==> config.mk <==
export PLATFORM = sky130hd
export DESIGN_NAME = mux4_rr_arbiter
export DESIGN_NICKNAME = d
export VERILOG_FILES = /design/src/rtl/mux_arb_pkg.sv /design/src/rtl/rr_pick4.sv /design/src/rtl/mux4_rr_arbiter.sv
export SDC_FILE = /design/constraint.sdc
export NUM_CORES = 1
export LEC_CHECK = 0
export BUFFER_PORTS_ARGS = -buffer_cell sky130_fd_sc_hd__buf_2
export CAP_MARGIN = 20
export CORE_AREA = 3 3 55 57
export DETAILED_ROUTE_END_ITERATION = 16
export DIE_AREA = 0 0 58 60
export GPL_ROUTABILITY_DRIVEN = 0
export MAX_ROUTING_LAYER = met4
export PLACE_DENSITY = 0.82
export SYNTH_ARGS = -nofsm -noshare
export SYNTH_HDL_FRONTEND = slang
export SYNTH_SLANG_ARGS = --single-unit
==> constraint.sdc <==
create_clock -name clk -period 1.85 [get_ports clk]
set_input_delay 0.0925 -clock clk [delete_from_list [all_inputs] [get_ports clk]]
set_output_delay 0.0925 -clock clk [all_outputs]
set_load 0.02 [all_outputs]
==> src/rtl/mux_arb_pkg.sv <==
// rtl/mux_arb_pkg.sv - shared constants, state type and lane-pick helpers for mux4_rr_arbiter
package mux_arb_pkg;

  localparam int NUM_LANES = 4;
  localparam int SEL_W     = 2;

  // Pointer value whose successor is lane 0; used at reset and as the fixed-priority origin.
  localparam logic [SEL_W-1:0] PTR_RESET = 2'd3;

  typedef enum logic {
    IDLE = 1'b0,
    BUSY = 1'b1
  } arb_state_t;

  // Winner is the first requester at ptr+1, ptr+2, ptr+3, ptr (mod 4); returns ptr when nothing requests.
  function automatic logic [SEL_W-1:0] next_lane(input logic [SEL_W-1:0] ptr,
                                                 input logic [NUM_LANES-1:0] req);
    logic [SEL_W-1:0] cand;
    next_lane = ptr;
    for (int k = NUM_LANES; k >= 1; k--) begin
      cand = ptr + SEL_W'(k);
      if (req[cand]) next_lane = cand;
    end
  endfunction

  function automatic logic [NUM_LANES-1:0] lane_onehot(input logic [SEL_W-1:0] idx);
    lane_onehot      = '0;
    lane_onehot[idx] = 1'b1;
  endfunction

endpackage

==> src/rtl/rr_pick4.sv <==
// rtl/rr_pick4.sv - combinational 4-lane picker searching from the lane after ptr
module rr_pick4
  import mux_arb_pkg::*;
(
  input  logic [NUM_LANES-1:0] req,
  input  logic [SEL_W-1:0]     ptr,
  output logic [SEL_W-1:0]     idx,
  output logic                 any
);

  assign idx = next_lane(ptr, req);
  assign any = |req;

endmodule

==> src/rtl/mux4_rr_arbiter.sv <==
// rtl/mux4_rr_arbiter.sv - round-robin arbiter sharing one 4:1 data mux among four lanes
// MUX_ARB_FIXED_PRIO_EN: fixed priority (lane 0 highest) instead of round-robin
module mux4_rr_arbiter
  import mux_arb_pkg::*;
#(
  parameter int DW       = 8,
  parameter int HOLD_MAX = 4
) (
  input  logic                    clk,
  input  logic                    rst,
  input  logic [NUM_LANES-1:0]    req,
  input  logic [NUM_LANES*DW-1:0] din,
  input  logic [NUM_LANES-1:0]    last,
  output logic [NUM_LANES-1:0]    gnt,
  output logic [SEL_W-1:0]        sel,
  output logic                    out_valid,
  input  logic                    out_ready,
  output logic [DW-1:0]           out_data,
  output logic                    out_last
);

  localparam int               CNT_W    = $clog2(HOLD_MAX + 1);
  localparam logic [CNT_W-1:0] CNT_LAST = CNT_W'(HOLD_MAX - 1);

  arb_state_t           state, state_nxt;
  logic [SEL_W-1:0]     sel_nxt;
  logic [NUM_LANES-1:0] gnt_nxt;
  logic [CNT_W-1:0]     cnt, cnt_nxt;
  logic [SEL_W-1:0]     pick_ptr, pick_idx;
  logic                 pick_any;
  logic                 xfer, beat_end, release_now;
  logic [DW-1:0]        lane_data [NUM_LANES];

`ifdef MUX_ARB_FIXED_PRIO_EN
  assign pick_ptr = PTR_RESET;
`else
  logic [SEL_W-1:0] ptr;

  always_ff @(posedge clk) begin
    if (rst)              ptr <= PTR_RESET;
    else if (release_now) ptr <= sel;
  end

  assign pick_ptr = ptr;
`endif

  rr_pick4 u_pick (
    .req (req),
    .ptr (pick_ptr),
    .idx (pick_idx),
    .any (pick_any)
  );

  for (genvar i = 0; i < NUM_LANES; i++) begin : g_lane
    assign lane_data[i] = din[i*DW +: DW];
  end

  // Everything downstream follows the registered sel, so the mux select never glitches on req.
  assign out_valid   = (state == BUSY) && req[sel];
  assign out_data    = out_valid ? lane_data[sel] : '0;
  assign beat_end    = last[sel] || (cnt == CNT_LAST);
  assign out_last    = out_valid && beat_end;
  assign xfer        = out_valid && out_ready;
  assign release_now = (state == BUSY) && ((xfer && beat_end) || !req[sel]);

  always_comb begin
    state_nxt = state;
    sel_nxt   = sel;
    gnt_nxt   = gnt;
    cnt_nxt   = cnt;
    case (state)
      IDLE: begin
        if (pick_any) begin
          state_nxt = BUSY;
          sel_nxt   = pick_idx;
          gnt_nxt   = lane_onehot(pick_idx);
          cnt_nxt   = '0;
        end
      end
      BUSY: begin
        if (release_now) begin
          state_nxt = IDLE;
          gnt_nxt   = '0;
          cnt_nxt   = '0;
        end else if (xfer) begin
          cnt_nxt = cnt + 1'b1;
        end
      end
      default: begin
        state_nxt = IDLE;
        gnt_nxt   = '0;
        cnt_nxt   = '0;
      end
    endcase
  end

  always_ff @(posedge clk) begin
    if (rst) begin
      state <= IDLE;
      sel   <= '0;
      gnt   <= '0;
      cnt   <= '0;
    end else begin
      state <= state_nxt;
      sel   <= sel_nxt;
      gnt   <= gnt_nxt;
      cnt   <= cnt_nxt;
    end
  end

endmodule

==> results <==
- The remaining global-route overflow is 0.
- Across every metal layer, demand over resource in global routing totals just under 20%.
- The share of the yosys chip area belonging to registers is around a quarter.
- The via count of the first global-routing pass is 1,198.
- For this block, the routed nets add up to between 3 and 4 mm of wire.
- The combinational fraction of design power is around half.
- The run finished with clean final reports.
- The number of nets handed over by synthesis was 150.
- The DRC violation total after the first TritonRoute iteration is 56.
- The number of hold violations in the final report was 0.
- The startpoint identified for the worst hold timing path is rst.
- In this run switching power makes up a little under two fifths of total power.
- The clock buffer count from CTS is 3.
- The kind of cell with the highest combined delay along the critical path is multiplexers.
- The async set-or-reset flop fraction in the synthesized netlist is 0%.
- The arrival time reported for the critical path endpoint is 1690 ps.
- The number of search-and-repair iterations in the first detailed-routing pass is 4.
- Relative to the synthesized area, the layout overhead comes to 38.65%.
- For the pin with the worst max-slew slack, the measured transition is 330.4 ps.
- The startpoint type of the worst setup path is a register.
- The post-route netlist has between 50 and 60% of its cells at a drive strength greater than 1.
- The cell count after synthesis is between 100 and 150.
- The core region is around 2500 sq um.
- The count of unresolved DRC violations after routing is 0.
- The estimated wirelength of the detail-placed design is roughly 2.5 mm.
- For this design the total switching power over the nets is approximately 0.00035 W.
- The number of H-tree branching levels is 1.
- The synthesized netlist occupies a cell area of about 1000 sq um.
- Power spread over the standard cell area amounts to between 600 and 700 nW/um^2.
- Of the available clock period, the critical path in the final layout requires between 90% and 100%.
- Across the VDD grid, the largest voltage drop is about 0.00047 V.
- The routed via count divided by cell count is 5.801.
- The origin of the critical flop-to-flop path is sel[0]$_SDFFE_PP0P_.
- The cell with the largest stage delay on the worst path is sky130_fd_sc_hd__mux4_2.
- The static leakage power is about 0.68 nW.
- The combined buffer and inverter count along the critical path is 2.
- Sequential cells burn 33.8% of the power.
- Setup violations remaining at the end of the flow were counted as 0.
- In this run the tightest slew margin relative to its limit is just under 80%.
- The clock arrives with between 6 and 7 ps of skew.
- The count of final max-slew check failures came to 0.
- The number of buffers between clock root and the deepest sink is 2.
- The initial antenna violation count is 0.
- The synthesis-stage register bit count is 12.
- Static timing analysis puts the maximum clock frequency at 0.5603 GHz.
- The prevailing post-synth register cell is sky130_fd_sc_hd__dfxtp_1.
- The class of the worst hold path is input port to register.
- The type of the setup path with the least slack is register to output port.
- The initial standard-cell utilization of the core is between 30% and 40%.
- For this run, the post-layout net count is roughly 210.
- The post-CTS clock slew at the launch and capture registers of the worst setup and hold paths is ~70 ps.
- The final antenna diode count is 0.
- The time the final worst path needs with I/O delays and setup is around 1800 ps.
- The tool flagged a number of max-cap violations equal to 0.
- The synthesized netlist contains 35 unique library cells.
- The die covers between 3000 and 4000 sq um.
- The number of setup buffers added after CTS is 0.
- The part of the power in the clock network is roughly 18%.
- The total of fill cells in the finished design is approximately 240.
- The number of top-level pins is 59.
- The setup TNS is 0 ps.
- The master cell of the clock root buffer is sky130_fd_sc_hd__clkbuf_4.
- The worst hold slack after final layout is roughly 180 ps.
- The required time of the critical path is about 1800 ps.
- Along the worst path, the maximum fanout reaches 10.
- TritonCTS built the clock tree.
- The internal power of the cells totals a little under 0.0006 W.
- The type of element capturing the critical path is an output port.
- The largest incremental delay on the critical path is between 500 and 600 ps.
- The first global-routing pass estimated between 5 and 6 mm of wire.
- The count of yosys warnings during synthesis is 0.
- The largest net degree at the start of global routing is 15.
- For this design, the sink count on the clock tree is 12.
- The latest clock arrival within the worst-skew pair is approximately 290 ps.
- The number of nets still failing antenna checks after routing is 0.
- The floorplan step set the die width to 58 um.
- Dividing the detail-routed wire length by the instance count gives between 15 and 20 um.
- From bottom edge to top edge, the die measures 60 um.
- Row generation in the floorplan step produced 18 rows.
- In this run the worst setup path begins at sel[0]$_SDFFE_PP0P_.
- Each instance of the synthesized netlist takes up on average roughly 9.5 sq um.
- The count of buffers inserted at the top-level ports is slightly below 60.
- Walking the worst path, the cells encountered are mux4_2 > buf_4 > nand2_2 > nor2_1 > buf_2.
- For this design, the CTS-stage hold fixing added 0 buffers.
- The synthesized design contains 0 enable-type register cells.
- The overall via count from detail_route is between 1,000 and 1,500.
layout by cell type, fill, tap and decap left out, types with 2 or more instances in the layout:
cell type,count
sky130_fd_sc_hd__buf_2,58
sky130_fd_sc_hd__nor2_1,11
sky130_fd_sc_hd__dfxtp_1,11
sky130_fd_sc_hd__mux4_2,9
sky130_fd_sc_hd__and3_1,8
sky130_fd_sc_hd__mux2i_1,7
sky130_fd_sc_hd__inv_1,6
sky130_fd_sc_hd__nand2_1,6
sky130_fd_sc_hd__buf_4,5
sky130_fd_sc_hd__nand2b_1,3
sky130_fd_sc_hd__a21oi_1,3
sky130_fd_sc_hd__o2111ai_1,3
sky130_fd_sc_hd__clkbuf_4,3
sky130_fd_sc_hd__a21o_1,2
sky130_fd_sc_hd__o311ai_0,2
sky130_fd_sc_hd__o41ai_2,2
sky130_fd_sc_hd__o32ai_1,2
sky130_fd_sc_hd__o22ai_1,2
sky130_fd_sc_hd__o211ai_1,2
sky130_fd_sc_hd__ha_1,2
final cells by class:
type | count | area, sq um | share of cell area (%)
multi-input cells | 80 | 711.9 | 51.49
repair buffers | 64 | 342.8 | 24.80
flip-flops and latches | 12 | 241.5 | 17.47
well taps | 30 | 37.54 | 2.715
inverters | 7 | 26.28 | 1.900
clock buffers | 3 | 22.52 | 1.629
kinds of logic after synthesis:
logic type               count (synthesis)  synth area share (%)
flip-flops                              12                 24.09
adder cells (fa/ha/maj)                  2                 2.509
AND/OR/NAND/NOR                         35                 17.82
multiplexers                            17                 28.48
buffers and inverters                   13                 5.143
AO/OA/AOI/OAI                           26                 21.96
worst register-to-register path, cell delays in order, from the launching register on:
cell	delay, ps
sky130_fd_sc_hd__dfxtp_2	360
sky130_fd_sc_hd__mux4_2	520
sky130_fd_sc_hd__mux2_2	310
sky130_fd_sc_hd__o21a_4	160
sky130_fd_sc_hd__o41ai_2	330
sequential cells by signal (all words and copies together) (netlist names):
name      flops
cnt           3
gnt           4
pick_ptr      2
sel           2
state         1
power groups by stage:
stage	sequential (W)	combinational, W	clock [W]
final	0.000316	0.000451	0.000168
after global routing	0.000319	0.000491	0.000192
after CTS	0.000314	0.000447	0.000175
after detailed placement	0.000319	0.000443	0
after global placement	0.000316	0.000429	0
after floorplan	0.000331	0.000282	0
Yosys cell counts, drive strengths merged, types with 3 or more instances:
cell type,n,area share (%)
nand2,7,2.6
inv,7,2.6
mux4,9,20
nor2,11,4.1
mux2i,7,7.0
a21oi,3,1.5
o2111ai,3,2.6
and3,8,5.0
nand2b,3,1.9
clkbuf,4,1.5
dfxtp,12,24
per-layer routing:
layer  routed length (um)  global-route usage, %
met3                  355                  5.400
met4                   59                  8.278
met2                 1511                  35.32
met5                    0                      -
met1                 1169                  19.55
through the flow:
stage	area, sq um	cells	utilization (%)	worst slack, ps	total power (W)
2_1_floorplan	998.5	105	-	74.19	0.0006131
3_3_place_gp	1346	193	53.37	197.7	0.0007454
3_5_place_dp	1346	193	53.37	85.69	0.0007618
4_1_cts	1373	196	54.41	11.20	0.0009359
5_1_grt	1383	196	54.81	-1.193	0.001003
6_report	1383	196	54.81	65.16	0.0009349
what timing repair did:
item                       4_1_cts  5_1_grt
setup endpoints to repair        5        9
resized for setup                1        3
pin swaps                        0        0
worst paths after layout:
| path | depth (start not counted) | to | slack (ps) |
|---|---|---|---|
| max reg2reg | 4 | gnt[2]$_SDFFE_PP0P_ | 70 |
| max | 5 | out_last | 70 |
| min reg2reg | 2 | gnt[1]$_SDFFE_PP0P_ | 460 |
| min | 2 | state$_SDFF_PP0_ | 180 |
Power figures use the tool's default switching activity.
